## config.mk

```make
export PLATFORM = sky130hd
export DESIGN_NAME = spi_adc_serf
export DESIGN_NICKNAME = d
export VERILOG_FILES = /design/src/rtl/spi_adc_serf.sv
export SDC_FILE = /design/constraint.sdc
export NUM_CORES = 1
export LEC_CHECK = 0
export BUFFER_PORTS_ARGS = -buffer_cell sky130_fd_sc_hd__buf_4
export CAP_MARGIN = 10
export CORE_MARGIN = 2
export CORE_UTILIZATION = 56
export DETAILED_ROUTE_END_ITERATION = 10
export PLACE_DENSITY = 0.78
export SLEW_MARGIN = 25
export SYNTH_ARGS = -nofsm -noshare
export SYNTH_HDL_FRONTEND = slang
export SYNTH_SLANG_ARGS = --single-unit
```

## constraint.sdc

```tcl
create_clock -name clk -period 2.5 [get_ports clk]
set_clock_uncertainty 0.05 [all_clocks]
set_input_delay 0.25 -clock clk [delete_from_list [all_inputs] [get_ports clk]]
set_output_delay 0.25 -clock clk [all_outputs]
set_load 0.02 [all_outputs]
```

## src/rtl/spi_adc_serf.sv

```systemverilog
// SPI serf (CPOL=1/CPHA=1) for an ADC front end: receives a 16-bit command on MOSI
// while returning the sampled 12-bit conversion value on MISO.
module spi_adc_serf (
  input  logic        clk,
  input  logic        rst,
  input  logic        SS_n,
  input  logic        SCLK,
  input  logic        MOSI,
  output logic        MISO,
  input  logic [11:0] sample_in,
  output logic [2:0]  chnl_sel,
  output logic [15:0] cmd,
  output logic        rdy,
  output logic        err
);

  localparam int unsigned DW = 16;
  localparam int unsigned CW = 5;
  localparam int unsigned AW = 2;

  typedef enum logic [1:0] {ARM, IDLE, SHIFT} state_t;

  state_t          r_state;
  logic            r_ss_s1, r_ss_s2, r_ss_d;
  logic            r_sclk_s1, r_sclk_s2, r_sclk_d;
  logic            r_mosi_s1, r_mosi_s2;
  logic [DW-1:0]   r_tx;
  logic [DW-1:0]   r_rx;
  logic [CW-1:0]   r_cnt;
  logic [AW-1:0]   r_arm_cnt;
  logic            r_first;
  logic            r_end;
  logic            r_end_ok;

  logic w_ss_fall, w_ss_rise, w_sclk_rise, w_sclk_fall, w_cnt_full;

  // Two-flop synchronizers plus one edge-detect flop per asynchronous input
  always_ff @(posedge clk) begin
    if (rst) begin
      r_ss_s1   <= 1'b1;
      r_ss_s2   <= 1'b1;
      r_ss_d    <= 1'b1;
      r_sclk_s1 <= 1'b1;
      r_sclk_s2 <= 1'b1;
      r_sclk_d  <= 1'b1;
      r_mosi_s1 <= 1'b0;
      r_mosi_s2 <= 1'b0;
    end else begin
      r_ss_s1   <= SS_n;
      r_ss_s2   <= r_ss_s1;
      r_ss_d    <= r_ss_s2;
      r_sclk_s1 <= SCLK;
      r_sclk_s2 <= r_sclk_s1;
      r_sclk_d  <= r_sclk_s2;
      r_mosi_s1 <= MOSI;
      r_mosi_s2 <= r_mosi_s1;
    end
  end

  assign w_ss_fall   = r_ss_d & ~r_ss_s2;
  assign w_ss_rise   = r_ss_s2 & ~r_ss_d;
  assign w_sclk_fall = r_sclk_d & ~r_sclk_s2;
  assign w_sclk_rise = r_sclk_s2 & ~r_sclk_d;
  assign w_cnt_full  = (r_cnt == CW'(DW));

  // Transaction FSM; MISO is kept equal to tx[15] in SHIFT and 0 elsewhere.
  // End-of-transaction is staged through r_end so rdy/err land 4 clk after SS_n rises.
  always_ff @(posedge clk) begin
    if (rst) begin
      r_state   <= ARM;
      r_tx      <= '0;
      r_rx      <= '0;
      r_cnt     <= '0;
      r_arm_cnt <= '0;
      r_first   <= 1'b0;
      r_end     <= 1'b0;
      r_end_ok  <= 1'b0;
      MISO      <= 1'b0;
      cmd       <= '0;
      chnl_sel  <= '0;
      rdy       <= 1'b0;
      err       <= 1'b0;
    end else begin
      rdy   <= 1'b0;
      err   <= 1'b0;
      r_end <= 1'b0;
      if (r_end) begin
        if (r_end_ok) begin
          rdy      <= 1'b1;
          cmd      <= r_rx;
          chnl_sel <= r_rx[13:11];
        end else begin
          err <= 1'b1;
        end
      end
      case (r_state)
        ARM: begin
          // Let the synchronizer flush its reset value before trusting SS_n high
          if (r_arm_cnt != AW'(2)) r_arm_cnt <= r_arm_cnt + AW'(1);
          else if (r_ss_s2)        r_state   <= IDLE;
        end
        IDLE: begin
          if (w_ss_fall) begin
            r_state <= SHIFT;
            r_tx    <= {4'h0, sample_in};
            r_cnt   <= '0;
            r_first <= 1'b1;
            MISO    <= 1'b0;
          end
        end
        SHIFT: begin
          if (w_ss_rise) begin
            r_state  <= IDLE;
            MISO     <= 1'b0;
            r_end    <= 1'b1;
            r_end_ok <= w_cnt_full;
          end else if (!w_cnt_full) begin
            if (w_sclk_rise) begin
              r_rx  <= {r_rx[DW-2:0], r_mosi_s2};
              r_cnt <= r_cnt + CW'(1);
            end else if (w_sclk_fall) begin
              if (r_first) begin
                r_first <= 1'b0;
              end else begin
                r_tx <= {r_tx[DW-2:0], 1'b0};
                MISO <= r_tx[DW-2];
              end
            end
          end
        end
        default: r_state <= ARM;
      endcase
    end
  end

endmodule

```

**Yosys cells after proc, flatten, opt, wreduce, memory -nomap -nowiden**

Cells that the tools add are included.

- Eq/ne operators: 18
- Add/sub/neg operators: 2
- Mux-type cells: 33
- Bitwise operators: 12
- Reductions and logical operators: 13

Operators by type and width:

| operator | count |
|---|---|
| 2-to-1 mux 15 bit | 6 |
| one-hot mux 15 bit (2 select lines) | 1 |
| inequality test 2 bit, second input constant | 11 |
| 2-to-1 mux 5 bit | 4 |
| 2-to-1 mux 1 bit | 14 |
| inequality test 3 bit, second input constant | 4 |
| AND reduction 6 bit | 2 |
| one-hot mux 5 bit (2 select lines) | 1 |
| 2-to-1 mux 2 bit | 4 |
| NOT 1 bit | 8 |
| AND reduction 4 bit | 2 |
| AND reduction 7 bit | 1 |
| one-hot mux 2 bit (3 select lines) | 1 |
| AND reduction 2 bit | 3 |
| adder 5 x 1 -> 5 bit, second input constant | 1 |
| == test 5 bit, second input constant | 1 |
| AND reduction 5 bit | 1 |
| bitwise AND 1 bit | 4 |
| one-hot mux 1 bit (2 select lines) | 2 |
| OR reduction 2 bit | 2 |
| adder 2 x 1 -> 2 bit, second input constant | 1 |
| == test 2 x 1 -> 1 bit, second input constant | 1 |
| == test 2 bit, second input constant | 1 |
| zero test 2 bit | 1 |
| nonzero test 2 bit | 1 |

- Output and inout bits: 22
- Input bits: 17
- Bits in registers: 73
- Logic and storage cells: 99

**Longest topological paths before layout**

Gate-level depths: netlist (run 1).

- Depth in word-level cells: 7
- Depth in mapped cells: 8
- Gate-level depth less buffers: 6

**Least setup slack after synthesis (run 1)**

Ideal clock, no wire load.

- Path kind: reg-to-reg
- Start point: register r_cnt[0]
- End point: register r_tx[10]
- Data required time: 2316 ps
- Arrival: 1708 ps
- Path buffers: 2
- Clock period less this slack: 1892 ps
- Setup time: 134 ps
- Cell stages (with the launch flop): 9
- Slack: 608 ps
- Cell sequence: dfxtp_1 inv_1 ha_1 nor4bb_4 or4b_1 buf_2 o21ai_4 buf_6 a211oi_1

- Word-level cells in the longest chain between the ends: 3

Ends and longest elaborated chain:

| element | RTL line | source |
|---|---|---|
| start: declaration | 29 | `logic [CW-1:0] r_cnt;` |
| start signal: assignment | 120 | `r_cnt <= r_cnt + CW'(1);` |
| == test 5 bit | 64 | `assign w_cnt_full = (r_cnt == CW'(DW));` |
| inequality test 2 bit (no line) | n/a |  |
| AND reduction 7 bit (no line) | n/a |  |
| end signal: assignment | 105 | `r_tx <= {4'h0, sample_in};` |
| end signal: assignment | 125 | `r_tx <= {r_tx[DW-2:0], 1'b0};` |
| end: declaration | 27 | `logic [DW-1:0] r_tx;` |

Every way passes these cells.
A chain may end at the register's enable or synchronous reset.

**Worst setup path after layout (run 1)**

- Start point: register r_cnt[0]
- End point: register r_tx[2]

Same word-level chain as after synthesis.

==> results of run 1 <==
==> final cells by class <==
cell class,instances,area (µm²),area share (%)
Timing Repair Buffer,43,323,9.97
Inverter,3,11.3,0.348
Multi-Input combinational cell,218,1260,39.0
Clock inverter,2,10.0,0.309
Sequential cell,70,1400,43.3
Tap cell,67,83.8,2.59
Clock buffer,12,145,4.48
==> stage by stage <==
step | instance area [µm²] | total power (µW) | util [%] | setup slack, ns
after global placement | 3080 | 1350 | 64.4 | 0.429
final | 3240 | 2080 | 67.7 | 0.334
after floorplan | 2810 | 1310 | - | 0.608
after detailed placement | 3080 | 1350 | 64.4 | 0.351
after global routing | 3240 | 2160 | 67.7 | 0.226
after CTS | 3240 | 2100 | 67.7 | 0.332
==> routing by layer <==
| metal | up-vias | wire length (µm) |
|---|---|---|
| met1 | 1032 | 2480 |
| met2 | 51 | 2350 |
| met3 | 11 | 198 |
| li1 | 1151 | - |
| met4 | 0 | 112 |
| met5 | - | 0 |
==> power by group <==
part | total, µW | leakage [µW] | internal (µW) | switching [µW]
clock network | 749 | 0.0000821 | 373 | 375
logic | 161 | 0.000577 | 78.5 | 82.9
registers | 1170 | 0.000566 | 1150 | 22.3
==> sequential cells by signal (all words and copies together), names as in the netlist, 2 cells and up <==
| register | cells |
|---|---|
| r_cnt | 5 |
| r_tx | 15 |
| r_rx | 16 |
| chnl_sel | 2 |
| cmd | 14 |
| r_arm_cnt | 2 |
| r_state | 2 |
==> cell usage after synthesis (2+ instances only) <==
library cell and n:
or2_2 6, nor3_1 2, nor2b_1 6, nand4_1 6, dfxtp_1 70, nand2_1 71, or3_1 2, a31oi_1 4
nand3_1 6, ha_1 3, buf_4 5, o211ai_1 4, clkbuf_1 13, inv_1 3, a211oi_1 24, nand2b_1 3
a21oi_1 41, nor2_1 10, mux2i_1 11, o21ai_0 3, buf_2 7
==> worst min-delay path by stage <==
stage	start	end	slack [ns]	depth (start not counted)
after floorplan	SCLK	r_sclk_s1	0.30	1
after global placement	r_sclk_s1	r_sclk_s2	0.34	1
after detailed placement	r_ss_s1	r_ss_s2	0.34	1
after CTS	SCLK	r_sclk_s1	0.03	2
after global routing	SCLK	r_sclk_s1	0.04	2
final	SCLK	r_sclk_s1	0.04	2
==> critical path, cell delays in order (launching register included) <==
cell and delay [ns]:
dfxtp_1 0.40, inv_1 0.06, ha_1 0.22, nor4bb_4 0.18, or4b_1 0.63, o21ai_4 0.35
a211oi_1 0.13
==> logic make-up (layout without fill, tap and decap cells) <==
group                    Yosys count  count (layout)  share of synthesized area (%)
flip-flops                        70              70                           49.9
multiplexers                      11              11                           3.92
buffers and inverters             29              60                           5.12
AO/OA/AOI/OAI                     79              79                           17.3
adder cells (fa/ha/maj)            3               3                           1.34
XOR/XNOR                           1               1                          0.312
AND/OR/NAND/NOR                  124             124                           22.1
==> cells in the final DEF (no fill, tap or decap), drive strengths merged <==
cell type and instances:
nand2 72, dfxtp 70, buf 43, a21oi 41, a211oi 24, clkbuf 12
mux2i 11, nor2 11, nor2b 6, nand4 6, nand3 6, or2 6
a31oi 4, o211ai 4, o21ai 4, inv 3, nand2b 3, ha 3
nor3 2, or3 2, clkinv 2, or3b 1, nand4bb 1, nand3b 1
and2 1, and4 1, and4bb 1, nor4bb 1, nor4b 1, or4b 1
xnor2 1, nor3b 1, a22oi 1, o21a 1
==> impl_metrics.ini, run 1 <==
[setup_path]
criticalPathCategory = reg2reg
r2r_slack_ns = 0.33
rr_worst_depth = 6
timing.rr.end = r_tx[2]
cp-startpoint = r_cnt[0]
reg2reg_from = r_cnt[0]
end_kind = flip-flop
crit_fanout = 11
crit_path_start_kind = flip-flop
cp-endpoint = r_tx[2]
crit_required_ns = 2.64
critPathArrivalTime_ns = 2.31

[sta]
rsz0062_at_grt = no
finalHoldViolCount = 0
finalSetupTns_ns = 0
clock.fmax_ghz = 0.462
tightestPinTransition_ns = 0.683
relSlewSlack_pct = 54.5
slew_viol_final = 0
fin_crit_ns = 2.17
fin_hold_ws_ns = 0.0448
finalSetupViolCount = 0
finalCritPeriodShare_pct = 86.6

[grt]
grtUsageMet2_pct = 31.5
grt_pass1_vias = 1934
grt.total_usage_pct = 20.1
grt_max_degree = 72
met3_usage_pct = 4.55
busiest_layer = met2
antenna_found_initial = 0
grt_first_pass_wirelength_um = 8610
gr-total-overflow = 0
use_met1_pct = 25.3

[place]
dp.cells = 401
place_congestion = 0.893
portBuffers = 38
dp_hpwl_um = 3260

[synth]
yosysSeqAreaShare_pct = 49.9
async_flop_share_pct = 0
synthTopCellsByArea = dfxtp_1, nand2_1, a21oi_1
syn_nets = 337
yosys_register_bits = 70
synth_area_leader_cell = dfxtp_1
synth-edff-count = 0
synth-warning-count = 0
synthFlopType = dfxtp_1
yosys.area.top_type_share_pct = 49.9
netlist_instances = 317
ys_types = 38
syn_area_per_cell_um2 = 8.86
synthesis.area_um2 = 2810

[detailed_routing]
wl_per_cell_um = 12.4
drtIter0Drc = 145
vias = 2245
viasPerCell = 5.41
drc = 0
drt_wl_total_um = 5140
dr.pass1.iters = 4
ant_nets = 0

[final_layout]
layout-drive-gt1-share_pct = 19.5
n_fill_cell = 443
syn2layout_area_growth_pct = 15.3
diodes = 0
final_cells = 415
nNetsFinal = 365

[clocking]
cts.sinks = 70
cts_root_buf = clkbuf_8
insertion_delay_ns = 0.34
cts.htree.levels = 3
clock_path_buffers = 2
post-cts-setup-buffer-count = 0
clkSlewWorstSetupHoldPaths_ns = 0.07
cts_tree = built
cts_buffers = 9
postCtsHoldBufs = 0
post_cts_resized = 0

[worst_hold_path]
min_path_type = in2reg

[floorplanning]
rows = 25
ioPinCount = 39
core-area_um2 = 4790
initial_core_util_pct = 58.7
die_h_um = 74.8
die-area_um2 = 5600
fp.dieW_um = 74.8

[run_status]
status = finished clean

[power]
leakage_uw = 0.00123
power_density_nw_per_um2 = 642
max-vdd-ir-drop_mv = 0.390

[flow_run]
maxCapViolCount = 0
Note: power is estimated with default switching activity, not from simulation.
==> run 2: changes to the inputs <==
CORE_UTILIZATION = 50   (was 56)
PLACE_DENSITY = 0.71   (was 0.78)
==> run 2 against run 1 <==
  * Critical path type unchanged
  * Clock power increased by 46%
  * Utilization shrank 6.7 points
  * Worst hold slack worse by 0.0025 ns
  * Fmax rose by 0.32%
  * Highest routed layer unchanged
  * Sequential share of layout area down 1.3 points
  * Clock-buffer cell count decreased by 3
  * Global-route usage down 1.8 points
  * Via count down 0.49%
  * First-iteration DRC count is 11% lower
  * Combinational power about the same
  * Design area rose by 3.0%
  * Power is 16% higher
==> impl_metrics.ini, run 2 (synthesis results as in run 1) <==
[run_status]
status = finished clean

[clocking]
clock_path_buffers = 2
cts_root_buf = clkbuf_8
clkSlewWorstSetupHoldPaths_ns = 0.07
cts_buffers = 9
cts.sinks = 70
cts.htree.levels = 3
postCtsHoldBufs = 0
post-cts-setup-buffer-count = 0
cts_tree = built
post_cts_resized = 0
insertion_delay_ns = 0.34

[setup_path]
criticalPathCategory = reg2reg
cpPeakStageDelay_ns = 0.63
crit_chain = inv_1 -> ha_1 -> nor4bb_4 -> or4b_1 -> o21ai_4 -> a211oi_1
crit_required_ns = 2.64
crit_fanout = 11
cpMaxStageDelayCell = or4b_1
end_kind = flip-flop
reg2reg_from = r_cnt[0]
cp-startpoint = r_cnt[0]
r2r_slack_ns = 0.34
critPathArrivalTime_ns = 2.30
crit_path_start_kind = flip-flop

[grt]
antenna_found_initial = 0
busiest_layer = met2
grt.total_usage_pct = 18.2
gr-total-overflow = 0
grt_first_pass_wirelength_um = 9050
grt_max_degree = 72
use_met1_pct = 21.7
grt_pass1_vias = 2065
grtUsageMet2_pct = 30.8
met3_usage_pct = 3.41

[floorplanning]
initial_core_util_pct = 51.3
ioPinCount = 39
core-area_um2 = 5470
fp.dieW_um = 79.0
die_h_um = 79.0
die-area_um2 = 6240
rows = 27

[detailed_routing]
vias = 2234
drt_wl_total_um = 5300
dr.pass1.iters = 4
wl_per_cell_um = 12.6
ant_nets = 0
drc = 0
viasPerCell = 5.29
drtIter0Drc = 129

[power]
power_density_nw_per_um2 = 726
max-vdd-ir-drop_mv = 0.533
leakage_uw = 0.00126

[place]
place_congestion = 0.748
portBuffers = 38
post_dp_cell_area_um2 = 3090
dp_hpwl_um = 3300

[flow_run]
maxCapViolCount = 0

[final_layout]
n_fill_cell = 494
nNetsFinal = 365
stdcell_area_um2 = 3340
largest_register = r_rx
diodes = 0
reg_top3 = r_rx: 16 flops, r_tx: 15 flops, cmd: 14 flops
layout-drive-gt1-share_pct = 20.6
post-route-util_pct = 61.0
layout_common_cells = nand2_1, dfxtp_1, buf_4, a21oi_1, a211oi_1
final_common_cell = nand2_1
syn2layout_area_growth_pct = 18.7
largest_register_ffs = 16

[sta]
clock.fmax_ghz = 0.463
finalCritPeriodShare_pct = 86.4
slew_viol_final = 0
finalSetupTns_ns = 0
rsz0062_at_grt = no
finalHoldViolCount = 0
finalSetupViolCount = 0
relSlewSlack_pct = 54.4
tightestPinTransition_ns = 0.685
fin_crit_ns = 2.16

[worst_hold_path]
hold_start = SCLK
min_path_type = in2reg
run 2: cell types whose count changed in the layout (fill, tap and decap cells not counted), sizes merged:
cell,previous run,this run
clkbuf,12,9
bufinv,0,3
clkinvlp,0,2
run 2: power by group:
| part | leakage, µW | switching, µW | total (µW) | internal [µW] |
|---|---|---|---|---|
| clock network | 0.000116 | 430 | 1090 | 665 |
| registers | 0.000566 | 21.8 | 1170 | 1150 |
| logic | 0.000577 | 81.8 | 160 | 78.1 |
run 2: layout make-up:
cell class | instances | area [µm²] | share of cell area (%)
multi-input cells | 218 | 1260 | 37.9
inverters | 3 | 11.3 | 0.337
clock buffers | 9 | 124 | 3.71
well taps | 72 | 90.1 | 2.70
flip-flops and latches | 70 | 1400 | 42.0
clock inverters | 7 | 123 | 3.67
repair buffers | 43 | 323 | 9.67
run 2: final timing paths:
kind,to,cells past startpoint
worst min register to register,r_sclk_s2,1
worst min-delay path,r_sclk_s1,2
worst max register to register,r_tx[1],6
worst max-delay path,r_tx[1],6
run 2: layer usage:
layer  wire length [µm]  vias to the layer above  part of all wire [%]
met5                  0                        -                     0
met4                124                        0                   2.3
met3                185                       11                   3.5
met2               2530                       45                    48
met1               2470                     1023                    47
li1                   -                     1155                     -
run 2: worst max-delay path, delay by kind of cell (launching register included):
family | cells | cell delay (ns)
flops | 1 | 0.40
simple gates | 2 | 0.81
buf+inv | 1 | 0.07
fa+ha+maj | 1 | 0.21
compound gates | 2 | 0.48
run 2: metrics by stage:
step / setup WS, ns / hold WS, ns / instances / power (µW)
2_1_floorplan: 0.608 / 0.304 / 317 / 1310
3_3_place_gp: 0.396 / 0.342 / 406 / 1350
3_5_place_dp: 0.355 / 0.354 / 406 / 1350
4_1_cts: 0.343 / 0.0245 / 422 / 2450
5_1_grt: 0.228 / 0.0367 / 422 / 2510
6_report: 0.341 / 0.0423 / 422 / 2420
==> run 3: changes to the inputs <==
RECOVER_POWER = 100   (was not set)
==> run 3 against run 2 <==
  * Register-to-register slack worse by 0.03 ns
  * Via count is 0.54% higher
  * Largest cell class unchanged
  * Sequential power hardly changed
==> impl_metrics.ini, run 3 (synthesis results as in run 1) <==
[place]
dp_hpwl_um = 3300
pre_cts_slack_ns = 0.355
portBuffers = 38
dp.cells = 406
place_congestion = 0.748

[power]
power_density_nw_per_um2 = 749
max-vdd-ir-drop_mv = 0.534
total_power_uw = 2420
leakage_uw = 0.00116

[final_layout]
largest_register_ffs = 16
syn2layout_area_growth_pct = 15.2
reg_top3 = r_rx: 16 flops, r_tx: 15 flops, cmd: 14 flops
largest_register = r_rx
post-route-util_pct = 59.1
layout-drive-gt1-share_pct = 13.7
final_common_cell = nand2_1
final_cells = 422
layout_common_cells = nand2_1, dfxtp_1, a21oi_1, a211oi_1, clkbuf_1
nNetsFinal = 365
n_fill_cell = 509
diodes = 0

[detailed_routing]
wl_per_cell_um = 12.7
dr.pass1.iters = 4
ant_nets = 0
drt_wl_total_um = 5370
viasPerCell = 5.32
vias = 2246
drtIter0Drc = 145
drc = 0

[flow_run]
maxCapViolCount = 0

[grt]
gr-total-overflow = 0
grt_pass1_vias = 2065
grt.total_usage_pct = 18.2
grt_max_degree = 72
antenna_found_initial = 0
grt_first_pass_wirelength_um = 9050

[clocking]
cts.sinks = 70
post-cts-setup-buffer-count = 0
post_cts_resized = 0
cts_tree = built
cts.htree.levels = 3
cts_root_buf = clkbuf_8
cts_buffers = 9
clock_path_buffers = 2
insertion_delay_ns = 0.34
clkSlewWorstSetupHoldPaths_ns = 0.07
postCtsHoldBufs = 0

[setup_path]
rr_worst_depth = 6
crit_required_ns = 2.61
critPathArrivalTime_ns = 2.30
end_kind = flip-flop
crit_path_start_kind = flip-flop
crit_fanout = 11
criticalPathCategory = reg2reg

[floorplanning]
rows = 27
initial_core_util_pct = 51.3
ioPinCount = 39
die-area_um2 = 6240
die_h_um = 79.0
core-area_um2 = 5470
fp.dieW_um = 79.0

[sta]
fin_crit_ns = 2.19
finalHoldViolCount = 0
relSlewSlack_pct = 8.36
slew_viol_final = 0
layout_setup_ws_ns = 0.306
tightestPinTransition_ns = 1.37
finalSetupTns_ns = 0
finalSetupViolCount = 0
clock.fmax_ghz = 0.456
finalCritPeriodShare_pct = 87.7
rsz0062_at_grt = no

[worst_hold_path]
min_path_type = in2reg
whs_path_depth = 2

[run_status]
status = finished clean
[run 3: cell types whose count changed in the layout (fill, tap and decap cells not counted)]
| cell | previous run | this run |
|---|---|---|
| and2_0 | 0 | 1 |
| and2_1 | 1 | 0 |
| and4bb_1 | 0 | 1 |
| and4bb_2 | 1 | 0 |
| buf_4 | 43 | 20 |
| clkbuf_1 | 0 | 22 |
| clkbuf_2 | 0 | 1 |
| nor4bb_1 | 0 | 1 |
| nor4bb_4 | 1 | 0 |
[run 3: worst paths after layout]
check	start	end	slack [ns]
worst max-delay path	r_cnt[0]	r_tx[1]	0.31
worst min-delay path	SCLK	r_sclk_s1	0.04
worst max register to register	r_cnt[0]	r_tx[1]	0.31
worst min register to register	r_sclk_s1	r_sclk_s2	0.36
[run 3: cell type report]
cell class	count	area, µm²	share of cell area (%)
tap	72	90.1	2.78
timing repair buffer	43	238	7.34
clock inverter	7	123	3.79
sequential	70	1400	43.3
multi-input combinational	218	1250	38.6
inverter	3	11.3	0.348
clock buffer	9	124	3.83
[run 3: metal layers]
layer,part of all wire (%),up-vias,track usage (%)
li1,-,1154,-
met5,0,-,0
met3,3.7,11,3.41
met4,2.3,0,10.3
met2,47,43,30.8
met1,47,1038,21.7
[run 3: through the flow]
| step | hold slack, ns | instance area, µm² |
|---|---|---|
| after global routing | 0.0367 | 3240 |
| after detailed placement | 0.354 | 3090 |
| after floorplan | 0.304 | 2810 |
| after CTS | 0.0245 | 3340 |
| final | 0.0409 | 3240 |
| after global placement | 0.342 | 3090 |
[run 3: critical path, cell delays in order (launching register included)]
cell and delay [ns]:
dfxtp_1 0.40, inv_1 0.07, ha_1 0.21, nor4bb_1 0.17
or4b_1 0.63, o21ai_4 0.35, a211oi_1 0.13
[run 3: power breakdown]
part	leakage [µW]	switching [µW]	internal [µW]
logic	0.000482	82.3	77.8
registers	0.000566	21.4	1150
clock network	0.000116	430	665
total	0.00116	534	1890
